`src/rtl/ps2_kbd_rx_if.sv`:
```
// rtl/ps2_kbd_rx_if.sv - scan-code read port and error flags of the PS/2 keyboard receiver
// Signals:
//   rd_en     pop request from the consumer (master -> slave)
//   clr_err   one-cycle pulse clearing the sticky flags (master -> slave)
//   dout      scan code at FIFO head, show-ahead (slave -> master)
//   valid     FIFO not empty (slave -> master)
//   overflow  sticky: good frame dropped, FIFO full (slave -> master)
//   frame_err sticky: start/stop/parity error or timeout (slave -> master)
interface ps2_kbd_rx_if;
   logic       rd_en;
   logic       clr_err;
   logic [7:0] dout;
   logic       valid;
   logic       overflow;
   logic       frame_err;

   modport master (
      output rd_en, clr_err,
      input  dout, valid, overflow, frame_err
   );

   modport slave (
      input  rd_en, clr_err,
      output dout, valid, overflow, frame_err
   );
endinterface

```
`src/rtl/ps2_kbd_rx.sv`:
```
// rtl/ps2_kbd_rx.sv - PS/2 keyboard frame deserializer with show-ahead scan-code FIFO
// Ports:
//   clk       system clock, all logic on posedge
//   rst       synchronous active-high reset
//   ps2_clk   raw PS/2 clock pad, asynchronous
//   ps2_data  raw PS/2 data pad, asynchronous
//   bus       ps2_kbd_rx_if.slave: rd_en/clr_err in, dout/valid/overflow/frame_err out
module ps2_kbd_rx #(
   parameter int FIFO_DEPTH = 8,
   parameter int TIMEOUT    = 20000
) (
   input  logic           clk,
   input  logic           rst,
   input  logic           ps2_clk,
   input  logic           ps2_data,
   ps2_kbd_rx_if.slave    bus
);

   localparam int AW = $clog2(FIFO_DEPTH);
   localparam int CW = AW + 1;
   localparam int IW = $clog2(TIMEOUT + 1);
   localparam logic [CW-1:0] FULL_CNT = CW'(FIFO_DEPTH);
   localparam logic [IW-1:0] TO_LIM   = IW'(TIMEOUT);

   // ---------------- synchronizer ----------------
   logic pc1_q, pc2_q, pc3_q;
   logic pd1_q, pd2_q;
   logic fall;
   logic bit_in;

   // Idle bus level is high, so resetting to 1 avoids a false edge on release.
   always_ff @(posedge clk) begin
      if (rst) begin
         pc1_q <= 1'b1;
         pc2_q <= 1'b1;
         pc3_q <= 1'b1;
         pd1_q <= 1'b1;
         pd2_q <= 1'b1;
      end else begin
         pc1_q <= ps2_clk;
         pc2_q <= pc1_q;
         pc3_q <= pc2_q;
         pd1_q <= ps2_data;
         pd2_q <= pd1_q;
      end
   end

   assign fall   = pc3_q & ~pc2_q;
   assign bit_in = pd2_q;

   // ---------------- deserializer + timeout ----------------
   logic [3:0]    cnt_q,   cnt_d;
   logic [9:0]    shift_q, shift_d;
   logic [IW-1:0] idle_q,  idle_d;
   logic          frame_good;
   logic          frame_bad;

   // Bits enter at the MSB, so after ten shifts shift_q[0] is the start bit,
   // shift_q[8:1] is d0..d7 and shift_q[9] is parity.
   always_comb begin
      cnt_d      = cnt_q;
      shift_d    = shift_q;
      idle_d     = idle_q;
      frame_good = 1'b0;
      frame_bad  = 1'b0;
      if (fall) begin
         idle_d = '0;
         if (cnt_q != 4'd10) begin
            shift_d = {bit_in, shift_q[9:1]};
            cnt_d   = cnt_q + 4'd1;
         end else begin
            cnt_d = 4'd0;
            if (!shift_q[0] && bit_in && (^shift_q[9:1]))
               frame_good = 1'b1;
            else
               frame_bad = 1'b1;
         end
      end else if (cnt_q != 4'd0) begin
         if (idle_q == TO_LIM) begin
            cnt_d     = 4'd0;
            idle_d    = '0;
            frame_bad = 1'b1;
         end else begin
            idle_d = idle_q + 1'b1;
         end
      end else begin
         idle_d = '0;
      end
   end

   always_ff @(posedge clk) begin
      if (rst) begin
         cnt_q   <= 4'd0;
         shift_q <= '0;
         idle_q  <= '0;
      end else begin
         cnt_q   <= cnt_d;
         shift_q <= shift_d;
         idle_q  <= idle_d;
      end
   end

   // ---------------- FIFO ----------------
   logic [7:0]    mem [FIFO_DEPTH];
   logic [AW-1:0] wr_ptr_q, wr_ptr_d;
   logic [AW-1:0] rd_ptr_q, rd_ptr_d;
   logic [CW-1:0] count_q,  count_d;
   logic          overflow_q,  overflow_d;
   logic          frame_err_q, frame_err_d;
   logic          pop;
   logic          full;
   logic          push_ok;
   logic          ovf_set;

   assign pop     = bus.rd_en && (count_q != '0);
   assign full    = (count_q == FULL_CNT);
   // A simultaneous pop frees the slot, so a full FIFO can still accept.
   assign push_ok = frame_good && (!full || pop);
   assign ovf_set = frame_good && full && !pop;

   always_comb begin
      wr_ptr_d = push_ok ? wr_ptr_q + 1'b1 : wr_ptr_q;
      rd_ptr_d = pop     ? rd_ptr_q + 1'b1 : rd_ptr_q;
      count_d  = count_q;
      case ({push_ok, pop})
         2'b10:   count_d = count_q + 1'b1;
         2'b01:   count_d = count_q - 1'b1;
         default: count_d = count_q;
      endcase
      // Set events take priority over the clear pulse.
      overflow_d  = ovf_set   ? 1'b1 : (bus.clr_err ? 1'b0 : overflow_q);
      frame_err_d = frame_bad ? 1'b1 : (bus.clr_err ? 1'b0 : frame_err_q);
   end

   always_ff @(posedge clk) begin
      if (rst) begin
         wr_ptr_q    <= '0;
         rd_ptr_q    <= '0;
         count_q     <= '0;
         overflow_q  <= 1'b0;
         frame_err_q <= 1'b0;
      end else begin
         wr_ptr_q    <= wr_ptr_d;
         rd_ptr_q    <= rd_ptr_d;
         count_q     <= count_d;
         overflow_q  <= overflow_d;
         frame_err_q <= frame_err_d;
      end
   end

   always_ff @(posedge clk) begin
      if (push_ok)
         mem[wr_ptr_q] <= shift_q[8:1];
   end

   assign bus.dout      = mem[rd_ptr_q];
   assign bus.valid     = (count_q != '0);
   assign bus.overflow  = overflow_q;
   assign bus.frame_err = frame_err_q;

endmodule

```
`src/flat_wrapper.sv`:
```
// flat-port wrapper written by rule: the top's interface ports become plain ports
module ps2_kbd_rx_flat 
#(
   parameter int FIFO_DEPTH = 8,
   parameter int TIMEOUT    = 20000
)
  (clk, rst, ps2_clk, ps2_data, bus_rd_en, bus_clr_err, bus_dout, bus_valid, bus_overflow, bus_frame_err);
  ps2_kbd_rx_if bus_i ();
  input  logic clk;
  input  logic rst;
  input  logic ps2_clk;
  input  logic ps2_data;
  input wire logic [$bits(bus_i.rd_en)-1:0] bus_rd_en;
  input wire logic [$bits(bus_i.clr_err)-1:0] bus_clr_err;
  output wire logic [$bits(bus_i.dout)-1:0] bus_dout;
  output wire logic [$bits(bus_i.valid)-1:0] bus_valid;
  output wire logic [$bits(bus_i.overflow)-1:0] bus_overflow;
  output wire logic [$bits(bus_i.frame_err)-1:0] bus_frame_err;
  assign bus_i.rd_en = bus_rd_en;
  assign bus_i.clr_err = bus_clr_err;
  assign bus_dout = bus_i.dout;
  assign bus_valid = bus_i.valid;
  assign bus_overflow = bus_i.overflow;
  assign bus_frame_err = bus_i.frame_err;
  ps2_kbd_rx #(.FIFO_DEPTH(FIFO_DEPTH), .TIMEOUT(TIMEOUT)) u_core (.clk(clk), .rst(rst), .ps2_clk(ps2_clk), .ps2_data(ps2_data), .bus(bus_i));
endmodule
```
`config.mk`:
```
export PLATFORM = sky130hd
export DESIGN_NAME = ps2_kbd_rx_flat
export DESIGN_NICKNAME = d
export VERILOG_FILES = /design/src/rtl/ps2_kbd_rx_if.sv /design/src/rtl/ps2_kbd_rx.sv /design/src/flat_wrapper.sv
export SDC_FILE = /design/constraint.sdc
export NUM_CORES = 1
export LEC_CHECK = 0
export CAP_MARGIN = 5
export CORE_UTILIZATION = 45
export CTS_CLUSTER_DIAMETER = 30
export CTS_CLUSTER_SIZE = 16
export DETAILED_ROUTE_END_ITERATION = 10
export DONT_BUFFER_PORTS = 1
export MAX_ROUTING_LAYER = met4
export PLACE_DENSITY = 0.62
export SLEW_MARGIN = 15
export SYNTH_ARGS = -nofsm -noshare
export SYNTH_HDL_FRONTEND = slang
export SYNTH_SLANG_ARGS = --single-unit
export TNS_END_PERCENT = 100
```
`constraint.sdc`:
```
create_clock -name clk -period 2.65 [get_ports clk]
set_input_delay 0.265 -clock clk [delete_from_list [all_inputs] [get_ports clk]]
set_output_delay 0.265 -clock clk [all_outputs]
set_load 0.02 [all_outputs]
```
==> summary.md, run 1 <==
| Metric | Value |
|---|---|
| Status | finished, final reports clean |
| Post-layout instance area | 5790 sq um |
| Slowest stage delay, CP | around 440 ps |
| PnR worst setup slack | between 3 and 4 ps |
| Avg WL per Cell | 16.3 microns |
| CP cell instances | xor3_2 > or4_4 > mux2i_4 > nor2_2 > ha_1 > a21o_1 > a21oi_2 > a21oi_2 > a22oi_2 > mux2_4 |
| Slew HR | 0.678 |
| Fin Setup TNS | 0 ps |
| CP max-delay cell | or4_4 |
| Vert. Die Dim | 104 microns |
| Layout cell share with drive strength beyond 1 | 0.292 |
| Post-Syn Instances | roughly 350 |
| Global-route wire length before repair | 14500 microns |
| Vias in the first global route | approximately 2900 |
| I/O Pins | 17 |
| Initial antenna violation count | 0 |
| CTS Root Cell | clkbuf_8 |
| Fmax | 0.378 GHz |
| PortBufs | 0 |
| HP Class | input pin to flop |
| Area Overhead vs Synth | 23.3% |
| CTS Buf Count | 17 |
| Vias per Instance | ~5.2 |
| Netlist cell types | just over 50 |
| Global Route Usage Sum | 0.183 |
| Synth Cell Area | roughly 4700 sq um |
| Commonest non-fill, non-tap cells in the layout | 64 x edfxtp_1, 47 x dfxtp_1, 36 x nor2_1 |
| Placed Area | 5070 sq um |
| Final setup viols | 0 |
| Row count | 36 |
| Total of max-cap violations | 0 |
| Worst IR Drop VDD | about 360 uV |
| Sequential area share after synthesis | 0.619 |
| CP bufs+invs | 0 |
| Initial Util | 0.471 |
| Total Power | 5.05 mW |
| Mapped Avg Cell Area | about 13 sq um |
| DRT antenna net count | 0 |
| Iteration-0 DRC Markers | roughly 100 |
| Max clock buf depth | 2 |
| Critical Path Fanout Max | 2 |
| Worst skew pair latency | between 500 and 600 ps |
| Synth Warn # | 0 |
| CTS tree | yes |
| Worst Path Class, Setup | flop to flop |
| Crit start category | flop |
| Most used cell, CP | a21oi_2 |
| Routed WL | roughly 9000 microns |
| Least-Margin Pin Slew | ~480 ps |
| PwrDens | just under 900 nW/um^2 |
| Vias | ~2800 |
| DP Worst Slack | -82.4 ps |
| Fin util | 0.581 |
| First-pass DRT Iterations | 4 |
| Commonest non-fill, non-tap cell in the layout | edfxtp_1 |
| Core Box Area | ~10000 sq um |
| CP top delay family | compound AO/OA/AOI/OAI gates |
| Critical Path RT | 3050 ps |
| Nets | 410 |
| Number of synthesized flops with an enable pin | 64 |
| Ant diodes | 0 |
| Period utilisation layout | 0.999 |
| Syn nets | about 370 |
| RSZ-0062 raised after global routing | true |
| Asr flop ratio synth | 0 |
| Largest net degree at the start of global routing | 33 |
| Clock transition at path regs | around 60 ps |
| Worst setup EP type | flop |
| Lkg Pwr | between 2 and 2.5 nW |
| Grt total ovfl | 0 |
| Fin. max-slew vios | 0 |
| Die Area | 10800 sq um |
| Worst path arrival time | between 3000 and 4000 ps |
| RD Place Congestion | around 0.80 |
| H-tree depth | 4 |
| Die X | approximately 100 microns |
| DR DRC count | 0 |
| Minimum clock period | roughly 2600 ps |
| Setup Buffers After CTS | 0 |
| Hpwl dp | roughly 5400 microns |
| Clk_skew | roughly 9.7 ps |
| Final hold vios | 0 |
| #FFs+latches synth | 113 |
| Most used DFF post-synth | edfxtp_1 |
| Clk sinks | approximately 110 |
## synth_stat cells, types with 3 or more instances
master    count  area share
nor3b_1       3      0.0048
a21oi_1      18       0.019
nor2_1       36       0.029
nor3_1        4      0.0043
inv_1        12      0.0096
buf_2         3      0.0032
or2_2         5      0.0067
xor2_1        9       0.017
nand2_1      32       0.026
nand3_1      10       0.011
or3_1         3      0.0040
and3_1        5      0.0067
a21o_1        3      0.0048
edfxtp_1     64        0.41
mux4_2       16       0.077
dfxtp_1      49        0.21
ha_1          9       0.024
xnor2_1      12       0.022
nor4_1        4      0.0053
mux2_2        8       0.019
clkbuf_1      8      0.0064
## logic make-up (layout without fill, tap and decap cells)
group	count (synthesis)	after routing	synth area share
simple gates	120	120	0.129
compound gates	30	30	0.0392
flops	113	113	0.619
mux	28	28	0.109
xor+xnor	24	24	0.0531
fa+ha+maj	10	10	0.0283
buf+inv	26	82	0.0224
## repair_timing
| item | 4_1_cts | 5_1_grt |
|---|---|---|
| endpoints found under the hold margin | 34 | 0 |
| hold buffers | 6 | 0 |
| pin swaps | 6 | 4 |
| setup endpoints to repair | 1 | 1 |
| gates resized for setup | 5 | 1 |
## through the flow
stage / instances / hold slack [ps]
global placement: 502 / 334
CTS: 540 / 16.3
finish: 540 / 32.6
global route: 540 / 18.3
floorplan: 351 / 369
detailed placement: 502 / 336
## cell type report
type / instances / area [sq um]
multi-input combinational: 212 / 1740
clock buffer: 17 / 414
inverter: 12 / 45.0
sequential: 113 / 2910
fill: 786 / 4170
tap: 133 / 166
clock inverter: 15 / 205
timing repair buffer: 38 / 310
## registers in the layout, summed over array words and instances, names as in the netlist, 3 cells and up, named ones only
name             cells
u_core.wr_ptr_q      3
u_core.idle_q       15
u_core.shift_q      10
u_core.mem          64
u_core.cnt_q         4
u_core.count_q       4
u_core.rd_ptr_q      3
## metal layers
metal  global-route usage  wire (microns)  vias to the layer above  part of all wire
met1                0.213            3930                     1371              0.45
met4               0.0714             126                        0             0.014
met2                0.298            4400                       43              0.50
met3               0.0533             348                       15             0.040
met5                    -               0                        -                 0
li1                     -               -                     1361                 -
## worst paths after layout
kind | start | to | slack, ps | depth (start not counted)
worst max register to register | u_core.shift_q[1]$_SDFFE_PP0P_ | u_core.count_q[3]$_SDFFE_PP0P_ | 4 | 10
worst min register to register | u_core.pc1_q$_SDFF_PP1_ | u_core.pc2_q$_SDFF_PP1_ | 410 | 1
worst min-delay path | bus_rd_en | u_core.rd_ptr_q[2]$_SDFFE_PP0N_ | 30 | 3
worst max-delay path | u_core.shift_q[1]$_SDFFE_PP0P_ | u_core.count_q[3]$_SDFFE_PP0P_ | 4 | 10
## worst register-to-register path, cell delays in order, from the launching register on
cell	delay [ps]
dfxtp_2	320
xor3_2	420
or4_4	440
mux2i_4	180
nor2_2	60
ha_1	280
a21o_1	170
a21oi_2	170
a21oi_2	50
a22oi_2	140
mux2_4	310
## power breakdown
| group | leakage (nW) | internal (mW) | switching, mW |
|---|---|---|---|
| clock | 0.297 | 1.54 | 0.820 |
| sequential | 0.991 | 1.88 | 0.0450 |
| combinational | 0.751 | 0.384 | 0.384 |
| total | 2.04 | 3.80 | 1.25 |
No activity file was read; power rests on OpenSTA's default activity.
==> inputs of run 2 (changes only) <==
PLACE_DENSITY = 0.65   (was 0.62)
==> summary.md, run 2 (synthesized netlist as in run 1, its figures left out) <==
| Metric | Value |
|---|---|
| Avg WL per Cell | 16.6 microns (was 16.3 microns) |
| Setup crit end | u_core.count_q[3]$_SDFFE_PP0P_ (unchanged) |
| Hpwl dp | 5510 microns (was 5360 microns) |
| Row count | 36 (unchanged) |
| Final setup viols | 1 (was 0) |
| Reg2Reg Depth | 10 (unchanged) |
| HP Class | input pin to flop (unchanged) |
| Failing checks | negative setup slack |
| Commonest non-fill, non-tap cell in the layout | edfxtp_1 (unchanged) |
| H-tree depth | 4 (unchanged) |
| Global Route Usage Sum | 0.184 (was 0.183) |
| Largest register FFs | 64 (unchanged) |
| Least-Margin Pin Slew | 567 ps (was 478 ps) |
| Largest net degree at the start of global routing | 33 (unchanged) |
| Grt total ovfl | 0 (unchanged) |
| Final hold vios | 0 (unchanged) |
| Sequential cell area | 2910 sq um (unchanged) |
| Worst path arrival time | 3070 ps (was 3040 ps) |
| CTS tree | yes (unchanged) |
| Largest registers | u_core.mem (64), u_core.idle_q (15), u_core.shift_q (10) (unchanged) |
| Worst setup path startpoint | u_core.shift_q[8]$_SDFFE_PP0P_ (was u_core.shift_q[1]$_SDFFE_PP0P_) |
| CTS Buf Count | 17 (unchanged) |
| Worst skew pair latency | 510 ps (about the same) |
| Commonest non-fill, non-tap cells in the layout | 64 x edfxtp_1, 47 x dfxtp_1, 36 x nor2_1 (unchanged) |
| Period utilisation layout | 1.01 (was 0.999) |
| Critical Path RT | 3050 ps (about the same) |
| Multi-input gate area | 1740 sq um (about the same) |
| Die X | 104 microns (unchanged) |
| Minimum clock period | 2670 ps (was 2650 ps) |
| Fin. max-slew vios | 0 (unchanged) |
| Placed Area | 5070 sq um (unchanged) |
| RSZ-0062 raised after global routing | true (unchanged) |
| Switching share of power | 0.259 (was 0.247) |
| Worst hold slack | 25.9 ps (was 32.6 ps) |
| Crit start category | flop (unchanged) |
| Max clock buf depth | 2 (unchanged) |
| I/O Pins | 17 (unchanged) |
| Nets | 410 (unchanged) |
| Post-layout instance area | 5730 sq um (was 5790 sq um) |
| Clock power share | 0.446 (was 0.466) |
| Routed WL | 8970 microns (was 8810 microns) |
| DRT antenna net count | 0 (unchanged) |
| DR DRC count | 0 (unchanged) |
| Layout cell share with drive strength beyond 1 | 0.287 (was 0.292) |
| Psw | 1.26 mW (was 1.25 mW) |
| CTS Root Cell | clkbuf_8 (unchanged) |
| Status | finished, violations left (was finished, final reports clean) |
| Worst setup EP type | flop (unchanged) |
| Hold Path Depth | 2 (was 3) |
| RR Endpoint | u_core.count_q[3]$_SDFFE_PP0P_ (unchanged) |
| Iteration-0 DRC Markers | 142 (was 98) |
| Area Overhead vs Synth | 22.1% (was 23.3%) |
| Clk_skew | 10.1 ps (was 9.70 ps) |
| PwrDens | 849 nW/um^2 (was 873 nW/um^2) |
| Vias in the first global route | 2916 (was 2851) |
| FF-to-FF Start | u_core.shift_q[8]$_SDFFE_PP0P_ (was u_core.shift_q[1]$_SDFFE_PP0P_) |
| First-pass DRT Iterations | 4 (unchanged) |
| Top reg by flops | u_core.mem (unchanged) |
| Internal | 3.61 mW (was 3.80 mW) |
| Global-route wire length before repair | 14600 microns (was 14500 microns) |
| Initial Util | 0.471 (unchanged) |
| Ant diodes | 0 (unchanged) |
| Worst IR Drop VDD | 536 uV (was 362 uV) |
| Setup Buffers After CTS | 0 (unchanged) |
| R2R Setup Slk | -20 ps (was 4 ps) |
| Clk sinks | 113 (unchanged) |
| Total of max-cap violations | 0 (unchanged) |
| Vert. Die Dim | 104 microns (unchanged) |
| PnR worst setup slack | -20.3 ps (was 3.96 ps) |
| Vias per Instance | 5.18 (was 5.17) |
| DP Worst Slack | -58.3 ps (was -82.4 ps) |
| Lkg Pwr | 2.01 nW (was 2.04 nW) |
| RD Place Congestion | 0.760 (was 0.803) |
| Core Box Area | 9950 sq um (unchanged) |
| Initial antenna violation count | 0 (unchanged) |
| Critical Path Fanout Max | 2 (unchanged) |
| PortBufs | 0 (unchanged) |
| Slew HR | 0.622 (was 0.678) |
| Die Area | 10800 sq um (unchanged) |
| # fillers | 790 (was 786) |
| Vias | 2797 (was 2790) |
| Combinational power share | 0.157 (was 0.152) |
| Clock transition at path regs | 50 ps (was 60 ps) |
| Total Power | 4.86 mW (was 5.05 mW) |
| Fmax | 0.374 GHz (was 0.378 GHz) |
| Flop pwr share | 0.397 (was 0.382) |
| Worst Path Class, Setup | flop to flop (unchanged) |
-- run 2: how the worst min path moves through the flow --
| stage | start | end |
|---|---|---|
| after CTS | rst | u_core.count_q[3]$_SDFFE_PP0P_ |
| after detailed placement | rst | u_core.count_q[1]$_SDFFE_PP0P_ |
| final | rst | u_core.count_q[3]$_SDFFE_PP0P_ |
| after global placement | rst | u_core.count_q[1]$_SDFFE_PP0P_ |
| after floorplan | ps2_clk | u_core.pc1_q$_SDFF_PP1_ |
| after global routing | rst | u_core.count_q[3]$_SDFFE_PP0P_ |
-- run 2: layout make-up --
| cell class | count | share of cell area |
|---|---|---|
| clock buffers | 17 | 0.0723 |
| clock inverters | 15 | 0.0284 |
| inverters | 12 | 0.00787 |
| multi-input cells | 212 | 0.303 |
| flip-flops and latches | 113 | 0.507 |
| well taps | 133 | 0.0291 |
| repair buffers | 38 | 0.0516 |
-- run 2: stage by stage --
step	TNS, ps	util	cells
6_report	-20.3	0.575	540
5_1_grt	-126	0.575	540
4_1_cts	-4.15	0.576	540
3_5_place_dp	-58.3	0.510	502
3_3_place_gp	0	0.510	502
2_1_floorplan	-164	-	351
-- run 2: layer usage --
layer | vias to the layer above | wire (microns) | track usage
li1 | 1354 | - | -
met1 | 1393 | 4100 | 0.213
met2 | 44 | 4520 | 0.301
met3 | 6 | 264 | 0.0558
met4 | 0 | 78 | 0.0735
met5 | - | 0 | -
-- run 2: timing repair --
action | in CTS | in global routing
resized for setup | 4 | 0
pin swaps | 5 | 0
hold buffers | 6 | 0
endpoints found under the setup margin | 1 | 1
hold endpoints to repair | 34 | 0
-- run 2: worst max-delay path: stages, from the launching register on --
cell and delay, ps:
dfxtp_2 320, xor3_2 430, or4_4 440, mux2i_4 170, nor2_2 60, ha_1 270, a21o_1 170, a21oi_2 170
a21oi_2 50, a22oi_2 170, mux2_4 310
-- run 2: power groups by stage --
stage / sequential (mW) / combinational (mW) / clock, mW
after floorplan: 1.95 / 0.577 / 0
after global placement: 1.96 / 0.712 / 0
after detailed placement: 1.96 / 0.730 / 0
after CTS: 1.93 / 0.774 / 2.21
after global routing: 1.93 / 0.839 / 2.29
final: 1.93 / 0.764 / 2.17
==> inputs of run 3 (changes only) <==
CTS_BUF_LIST = sky130_fd_sc_hd__clkbuf_8 sky130_fd_sc_hd__clkbuf_16   (was not set)
PLACE_DENSITY = 0.63   (was 0.65)
REMOVE_ABC_BUFFERS = 1   (was not set)
clock period = 2.68 ns   (was 2.65 ns; I/O delays follow)
==> summary.md, run 3 (synthesized netlist as in run 1, its figures left out) <==
| Metric | Value |
|---|---|
| DR DRC count | 0 (unchanged) |
| Initial antenna violation count | 0 (unchanged) |
| Worst path arrival time | 3070 ps (about the same) |
| Clk sinks | 113 (unchanged) |
| RD Place Congestion | 0.755 (was 0.760) |
| Total of max-cap violations | 0 (unchanged) |
| Routed length on met3 | 257 microns (was 264 microns) |
| Clock transition at path regs | 60 ps (was 50 ps) |
| RSZ-0062 raised after global routing | true (unchanged) |
| I/O Pins | 17 (unchanged) |
| CTS tree | yes (unchanged) |
| Nets | 408 (was 410) |
| Hold Path Origin | rst (unchanged) |
| Slew HR | 0.681 (was 0.622) |
| Crit start category | flop (unchanged) |
| # fillers | 817 (was 790) |
| Worst IR Drop VDD | 478 uV (was 536 uV) |
| Worst Path Class, Setup | flop to flop (unchanged) |
| Fin util | 0.571 (was 0.575) |
| FF-to-FF Start | u_core.shift_q[8]$_SDFFE_PP0P_ (unchanged) |
| Vias per Instance | 5.08 (was 5.18) |
| Layout Cells excl Fill | 538 (was 540) |
| Metal-1 WL | 3890 microns (was 4100 microns) |
| Period utilisation layout | 0.998 (was 1.01) |
| Commonest non-fill, non-tap cells in the layout | 64 x edfxtp_1, 47 x dfxtp_1, 36 x nor2_1 (unchanged) |
| Row count | 36 (unchanged) |
| Core Box Area | 9950 sq um (unchanged) |
| Metal2 WL | 4270 microns (was 4520 microns) |
| Hpwl dp | 5410 microns (was 5510 microns) |
| Die X | 104 microns (unchanged) |
| Vert. Die Dim | 104 microns (unchanged) |
| Iteration-0 DRC Markers | 111 (was 142) |
| Largest net degree at the start of global routing | 34 (was 33) |
| Clk_skew | 7.88 ps (was 10.1 ps) |
| H-tree depth | 4 (unchanged) |
| Slowest stage delay, CP | 440 ps (about the same) |
| DP Worst Slack | -68.6 ps (was -58.3 ps) |
| Avg WL per Cell | 15.8 microns (was 16.6 microns) |
| Sequential cell area | 2910 sq um (unchanged) |
| Critical Path Fanout Max | 2 (unchanged) |
| Routed WL | 8500 microns (was 8970 microns) |
| Die Area | 10800 sq um (unchanged) |
| Multi-input gate area | 1720 sq um (was 1740 sq um) |
| Initial Util | 0.471 (unchanged) |
| Largest registers | u_core.mem (64), u_core.idle_q (15), u_core.shift_q (10) (unchanged) |
| Layout cell share with drive strength beyond 1 | 0.286 (was 0.287) |
| Total Power | 4.68 mW (was 4.86 mW) |
| Area Overhead vs Synth | 21.2% (was 22.1%) |
| Max clock buf depth | 2 (unchanged) |
| Fmax | 0.374 GHz (about the same) |
| Least-Margin Pin Slew | 478 ps (was 567 ps) |
| Grt total ovfl | 0 (unchanged) |
| Final hold vios | 0 (unchanged) |
| Final setup viols | 0 (was 1) |
| PwrDens | 824 nW/um^2 (was 849 nW/um^2) |
| Worst setup path startpoint | u_core.shift_q[8]$_SDFFE_PP0P_ (unchanged) |
| Fin Setup TNS | 0 ps (was -20.3 ps) |
| First-pass DRT Iterations | 4 (unchanged) |
| Placed cell count | 500 (was 502) |
| DRT antenna net count | 0 (unchanged) |
| Fin. max-slew vios | 0 (unchanged) |
| CP bufs+invs | 1 (was 0) |
| Largest register FFs | 64 (unchanged) |
| Vias in the first global route | 2854 (was 2916) |
| CP max-delay cell | or4_4 (unchanged) |
| CTS Buf Count | 17 (unchanged) |
| Top reg by flops | u_core.mem (unchanged) |
| PnR worst setup slack | 5.06 ps (was -20.3 ps) |
| CP top delay family | simple AND/OR/NAND/NOR gates (was compound AO/OA/AOI/OAI gates) |
| Status | finished, final reports clean (was finished, violations left) |
| CTS Root Cell | clkbuf_8 (unchanged) |
| DR top layer | met4 (unchanged) |
| Worst skew pair latency | 520 ps (was 510 ps) |
| Critical Path RT | 3080 ps (was 3050 ps) |
| HP Class | input pin to flop (unchanged) |
| Commonest non-fill, non-tap cell in the layout | edfxtp_1 (unchanged) |
| Worst setup EP type | flop (unchanged) |
| PortBufs | 0 (unchanged) |
| Ant diodes | 0 (unchanged) |
| CP cell instances | xor3_2 > or4_4 > mux2i_4 > nor2_2 > ha_1 > a21o_1 > a21oi_2 > buf_4 > a22oi_2 > mux2_4 (was xor3_2 > or4_4 > mux2i_4 > nor2_2 > ha_1 > a21o_1 > a21oi_2 > a21oi_2 > a22oi_2 > mux2_4) |
| Vias | 2732 (was 2797) |
| Minimum clock period | 2670 ps (about the same) |
| Global Route Usage Sum | 0.179 (was 0.184) |
| Global-route wire length before repair | 14200 microns (was 14600 microns) |
| Lkg Pwr | 1.99 nW (was 2.01 nW) |
## run 3: changes by cell type in the layout (fill, tap and decap cells not counted), moves of 2 or more
cell,delta
nor3b_1,+2
dlygate4sd3_1,-2
clkinv_4,+2
clkinvlp_4,-2
nor3b_2,-2
## run 3: area by class of cell
| cell class | count | area share |
|---|---|---|
| timing repair buffer | 36 | 0.0511 |
| sequential | 113 | 0.511 |
| tap | 133 | 0.0293 |
| multi-input combinational | 212 | 0.303 |
| inverter | 12 | 0.00793 |
| clock inverter | 15 | 0.0242 |
| clock buffer | 17 | 0.0729 |
## run 3: path summary, 6_finish.rpt
check / to / slack (ps) / cells after the start
max: u_core.count_q[3]$_SDFFE_PP0P_ / 5 / 10
max reg2reg: u_core.count_q[3]$_SDFFE_PP0P_ / 5 / 10
min: u_core.count_q[1]$_SDFFE_PP0P_ / 10 / 2
min reg2reg: u_core.pc2_q$_SDFF_PP1_ / 400 / 1
## run 3: what timing repair did
action,4_1_cts,5_1_grt
pin swaps,6,3
endpoints found under the setup margin,1,1
hold buffers,4,0
endpoints found under the hold margin,34,0
gates resized for setup,5,2
gates cloned,0,0
setup buffers,2,0
## run 3: through the flow
step           area (sq um)  hold WS, ps
6_report               5680         13.0
5_1_grt                5680         6.32
4_1_cts                5680         5.39
3_5_place_dp           5040          340
3_3_place_gp           5040          339
2_1_floorplan          4630          333
## run 3: power breakdown
group | internal (mW) | switching, mW
Combinational | 0.367 | 0.369
Clock | 1.23 | 0.807
Sequential | 1.86 | 0.0453
Total | 3.46 | 1.22
## run 3: routing by layer
metal	vias up	global-route usage
met1	1329	0.211
met2	36	0.287
li1	1359	-
met5	-	-
met4	0	0.0735
met3	8	0.0520
